File: src/rtl/uncache.sv
// uncache: expands densely packed capture words back into per-channel-group samples.
// Defining UNCACHE_FLUSH_EN adds flush_i, which emits a trailing partial sample on request.
module uncache #(
  parameter int INPUT  = 4,
  parameter int OUTPUT = 4
) (
  input  logic                clk_i,
  input  logic                rst_in,
  input  logic                cfg_stb_i,
  input  logic [OUTPUT-1:0]   cfg_i,
  input  logic                stb_i,
  input  logic [INPUT*8-1:0]  d_i,
  output logic                rdy_o,
  output logic                stb_o,
  output logic [OUTPUT*8-1:0] q_o,
`ifdef UNCACHE_FLUSH_EN
  input  logic                flush_i,
`endif
  input  logic                ack_i
);

  localparam int BUF = INPUT + OUTPUT - 1;
  localparam int CW  = $clog2(BUF + 1);
  localparam int BW  = (BUF > 1) ? $clog2(BUF) : 1;
  localparam int DW  = (INPUT > 1) ? $clog2(INPUT) : 1;

  typedef enum logic {EMPTY, FULL} state_t;

  state_t              state_q, state_d;
  logic [7:0]          buf_q [BUF];
  logic [7:0]          buf_d [BUF];
  logic [7:0]          d_bytes [INPUT];
  logic [CW-1:0]       cnt_q, cnt_d;
  logic [OUTPUT-1:0]   cfg_q, cfg_d, en;
  logic [OUTPUT*8-1:0] q_q, q_d;
  logic                alive_q, push, load;
  int                  n, cnt, pop, avail, k, idx;

  for (genvar b = 0; b < INPUT; b++) begin : gen_bytes
    assign d_bytes[b] = d_i[b*8 +: 8];
  end

  // An all-ones mask would leave nothing to emit, so it behaves like all lanes enabled.
  always_comb begin
    en = (&cfg_q) ? '1 : ~cfg_q;
    n  = 0;
    for (int j = 0; j < OUTPUT; j++) begin
      if (en[j]) n = n + 1;
    end
  end

  // rdy_o depends only on registered state so the producer never sees a path from ack_i.
  assign rdy_o = alive_q && (cnt_q <= CW'(OUTPUT - 1));
  assign push  = stb_i && rdy_o;
  assign stb_o = (state_q == FULL);
  assign q_o   = q_q;

  always_comb begin
    state_d = state_q;
    cnt_d   = cnt_q;
    cfg_d   = cfg_q;
    q_d     = q_q;
    buf_d   = buf_q;
    load    = 1'b0;
    cnt     = int'(cnt_q);
    pop     = 0;
    avail   = 0;
    k       = 0;
    idx     = 0;

    if (cfg_stb_i) begin
      cfg_d   = cfg_i;
      cnt_d   = '0;
      state_d = EMPTY;
      for (int i = 0; i < BUF; i++) buf_d[i] = 8'h00;
    end else begin
      if ((state_q == EMPTY || ack_i) && cnt >= n) begin
        load    = 1'b1;
        avail   = n;
        pop     = n;
        state_d = FULL;
      end else if (state_q == FULL && ack_i) begin
        state_d = EMPTY;
      end
`ifdef UNCACHE_FLUSH_EN
      else if (state_q == EMPTY && flush_i && cnt > 0) begin
        load    = 1'b1;
        avail   = cnt;
        pop     = cnt;
        state_d = FULL;
      end
`endif

      if (load) begin
        for (int j = 0; j < OUTPUT; j++) begin
          q_d[j*8 +: 8] = 8'h00;
          if (en[j]) begin
            if (k < avail) q_d[j*8 +: 8] = buf_q[BW'(k)];
            k = k + 1;
          end
        end
      end

      // Compact the survivors of the pop to the front, then append the new word behind them.
      for (int i = 0; i < BUF; i++) begin
        idx = i + pop;
        if (idx < cnt)
          buf_d[i] = buf_q[BW'(idx)];
        else if (push && (idx - cnt) < INPUT)
          buf_d[i] = d_bytes[DW'(idx - cnt)];
        else
          buf_d[i] = 8'h00;
      end
      cnt_d = CW'(cnt + (push ? INPUT : 0) - pop);
    end
  end

  always_ff @(posedge clk_i or negedge rst_in) begin
    if (!rst_in) begin
      state_q <= EMPTY;
      cnt_q   <= '0;
      cfg_q   <= '0;
      q_q     <= '0;
      alive_q <= 1'b0;
      for (int i = 0; i < BUF; i++) buf_q[i] <= 8'h00;
    end else begin
      state_q <= state_d;
      cnt_q   <= cnt_d;
      cfg_q   <= cfg_d;
      q_q     <= q_d;
      buf_q   <= buf_d;
      alive_q <= 1'b1;
    end
  end

endmodule
File: config.mk
export PLATFORM = sky130hd
export DESIGN_NAME = uncache
export DESIGN_NICKNAME = d
export VERILOG_FILES = /design/src/rtl/uncache.sv
export SDC_FILE = /design/constraint.sdc
export NUM_CORES = 1
export LEC_CHECK = 0
export ABC_AREA = 1
export CAP_MARGIN = 20
export CORE_AREA = 2 2 143 110
export CTS_CLUSTER_SIZE = 10
export DETAILED_ROUTE_END_ITERATION = 10
export DIE_AREA = 0 0 145 112
export GPL_TIMING_DRIVEN = 1
export HOLD_SLACK_MARGIN = 0.06
export PLACE_DENSITY = 0.94
export SLEW_MARGIN = 15
export SYNTH_ARGS = -nofsm -noshare
export SYNTH_HDL_FRONTEND = slang
export SYNTH_SLANG_ARGS = --single-unit
File: constraint.sdc
create_clock -name clk_i -period 7.2 [get_ports clk_i]
set_clock_uncertainty 0.2 [all_clocks]
set_input_delay 1.44 -clock clk_i [delete_from_list [all_inputs] [get_ports clk_i]]
set_output_delay 1.44 -clock clk_i [all_outputs]
set_load 0.05 [all_outputs]
==> impl_results.md <==
* Area growth syn-to-layout at 12.7%
* Register area share after synthesis at between 20 and 30%
* DIE WIDTH at between 100 and 150 µm
* Top cells by area, synth: dfrtp_1 (28%), nand2_1 (20%), nand3_1 (10%), o21ai_0 (8.7%), ha_1 (5.4%)
* Final-report hold violation count at 0
* Share of the synthesized area in the top cell type at between 20% and 30%
* First-pass GRT wire length at 53,800 µm
* Final nets at approximately 1,500
* Kind of critical path: reg -> reg
* Worst slew margin at between 30% and 40%
* Slew Limit Fails at 0
* RSZ-0062 raised after global routing: no
* Final period utilization at approximately 90%
* # Max-Cap Violations at 0
* Full die area at between 15,000 and 20,000 µm²
* Data arrival, critical path at around 6.6 ns
* Flops & latches, synth at between 90 and 100
* TritonCTS clock tree: built
* Fillcell total at around 1,400
* Post-synth EDFFs at 0
* Largest net degree at the start of global routing at 78
* Netlist cell types at between 40 and 50
* Root Driver: clkbuf_16
* Setup Buffers After CTS at 0
* Final Wtd Congestion at approximately 1.1
* Pre-antenna DRT Iters at 8
* WP buf/inv at 8
* Async SR Flop Fraction at 100%
* Clk buf depth at 2
* Final HPWL DP at ~28,000 µm
* Via/cell ratio at around 6.3
* Clk Latency, worst-skew pair at roughly 0.36 ns
* Iter 0 DRT Violations at roughly 1,800
* Clock buffer count from CTS at 9
* Critical Path RT at around 7.2 ns
* CTS sink cnt at 97
* Vias in the first global route at 9,077
* HP Class: reg -> reg
* CTS H-Tree Depth at 3
* Ant diodes at 0
* Crit path top cell by count: nand2_1
* Worst setup EP type: flip-flop
* Mean Syn Cell Area at 6.22 µm²
* CTS-repair resized insts at 0
* Max incr delay on CP at 0.47 ns
* Std cell rows at 39
* Post-Syn Area at between 8000 and 9000 µm²
* Crit path launch type: flip-flop
* Total GRT Usage at a little over two fifths
* Initial antenna violation count at 0
* Tightest Pin Transition at slightly below 1 ns
* YS warnings at 0
* Remaining antenna violation count after routing at 0
* Top_reg_cell synth: dfrtp_1
* Setup TNS at 0 ns
* I/O pin total at 75
* CTS Hold Bufs at 0
* Clock transition at the registers of the reported paths at about 0.08 ns
* Overflow after GRT at 0
* Area of the multi-input gates at 5600 µm²
* Synth Instances at approximately 1,400
* Fin crit period at 6.55 ns
* Register area at roughly 2400 µm²
* I/O Buffers at 74
* Final WL at about 35,000 µm
* Biggest area consumer among synthesized cells: dfrtp_1
* Status: finished, final reports clean
* Residual DRC at 0
* Setup violators final at 0
* Slowest cell on crit path: dfrtp_1
* Share of cells above drive strength 1 at 4.48%
* Core area at around 15,000 µm²
* Max Fclk at approximately 150 MHz
* Vias at approximately 10,000
* Die Y at 112 µm
* Max FO, Critical Path at 57
* Initial core utilization at between 50 and 60%
* Top delay family on crit path: simple AND/OR/NAND/NOR gates
* DR WL/cell at between 20 and 25 µm
==> state kept, by name, indices dropped and copies added, names as in the netlist <==
signal   flops
cnt_q        3
q_o         32
cfg_q        4
buf_q       56
stb_o        1
alive_q      1
==> per-stage QoR <==
step | setup slack, ns | util, % | hold WS, ns | std cells | cell area, µm²
6_report | 0.652 | 66.5 | 0.286 | 1656 | 9900
2_1_floorplan | 0.870 | - | 0.285 | 1416 | 8800
4_1_cts | 0.660 | 66.5 | 0.285 | 1656 | 9900
5_1_grt | 0.119 | 66.5 | 0.298 | 1656 | 9900
3_5_place_dp | 0.676 | 64.5 | 0.265 | 1640 | 9600
3_3_place_gp | 0.896 | 64.5 | 0.264 | 1640 | 9600
==> metal layers <==
layer  track usage, %  vias to the layer above  part of all wire, %
met5                0                        -                    0
met4             15.4                        0                  3.9
met3             14.8                       93                   16
met2             61.2                      833                   40
met1             62.7                     4751                   40
li1                 -                     4768                    -
==> worst paths after layout <==
path / from / endpoint / slack [ns] / depth (start not counted)
setup reg to reg: cfg_q[0] / buf_q[2] / 0.65 / 34
hold reg to reg: q_o[5] / q_o[5] / 0.29 / 2
hold / removal: q_o[5] / q_o[5] / 0.29 / 2
max in group asynchronous: rst_in / buf_q[2] / 4.77 / 2
setup / recovery: cfg_q[0] / buf_q[2] / 0.65 / 34
min in group asynchronous: rst_in / buf_q[21] / 0.77 / 1
==> final cells by class <==
class                   instances  share of cell area (%)
well taps                     205                    2.59
clock buffers                   9                    2.27
repair buffers                 90                    8.67
clock inverters                 7                   0.720
inverters                     122                    4.68
multi-input cells            1126                    56.6
flip-flops and latches         97                    24.5
==> cell families (layout without fill, tap and decap cells) <==
group,Yosys count,count (layout),share of synthesized area (%)
compound gates,324,324,19.8
xor+xnor,8,8,0.797
fa+ha+maj,41,41,5.98
buf+inv,193,228,8.83
flops,97,97,27.6
mux,8,8,0.911
other cells,2,5,0.0855
simple gates,740,740,36.0
==> layout by cell type, fill, tap and decap left out, types with 37 or more instances in the layout <==
master and instances:
o21ai_0 153, ha_1 37, clkdlybuf4s50_1 73, inv_1 103
nand2_1 462, nor2_1 56, dfrtp_1 97, a21oi_1 91
nand3_1 178, o21ai_1 39
==> worst reg2reg max path, delay by kind of cell, from the launching register on <==
kind	cells	cell delay [ns]
compound gates	4	0.48
fa+ha+maj	6	1.69
buf+inv	8	1.44
flops	1	0.47
simple gates	16	2.13
==> Yosys cell counts (2+ instances only) <==
master and n:
a31oi_1 4, o211ai_1 21, nand2_4 5, buf_1 13, dfrtp_1 97, fa_1 2
ha_1 38, nor2_1 56, buf_6 3, o21ai_0 153, inv_1 103, conb_1 2
nand2_2 8, inv_4 2, mux2i_1 8, inv_2 7, a21oi_1 91, o21bai_1 3
o21ai_1 39, nand3b_1 2, clkinv_1 10, xnor2_1 2, nand3_1 178, buf_4 2
nand2_1 462, clkbuf_1 40, nand4_1 23, nor2_2 2, o31ai_1 4, buf_2 13
xor2_1 6
Power is left out: the tool's default activity adds up to more than one toggle a clock period on the data nets, which glitch-free logic cannot reach.
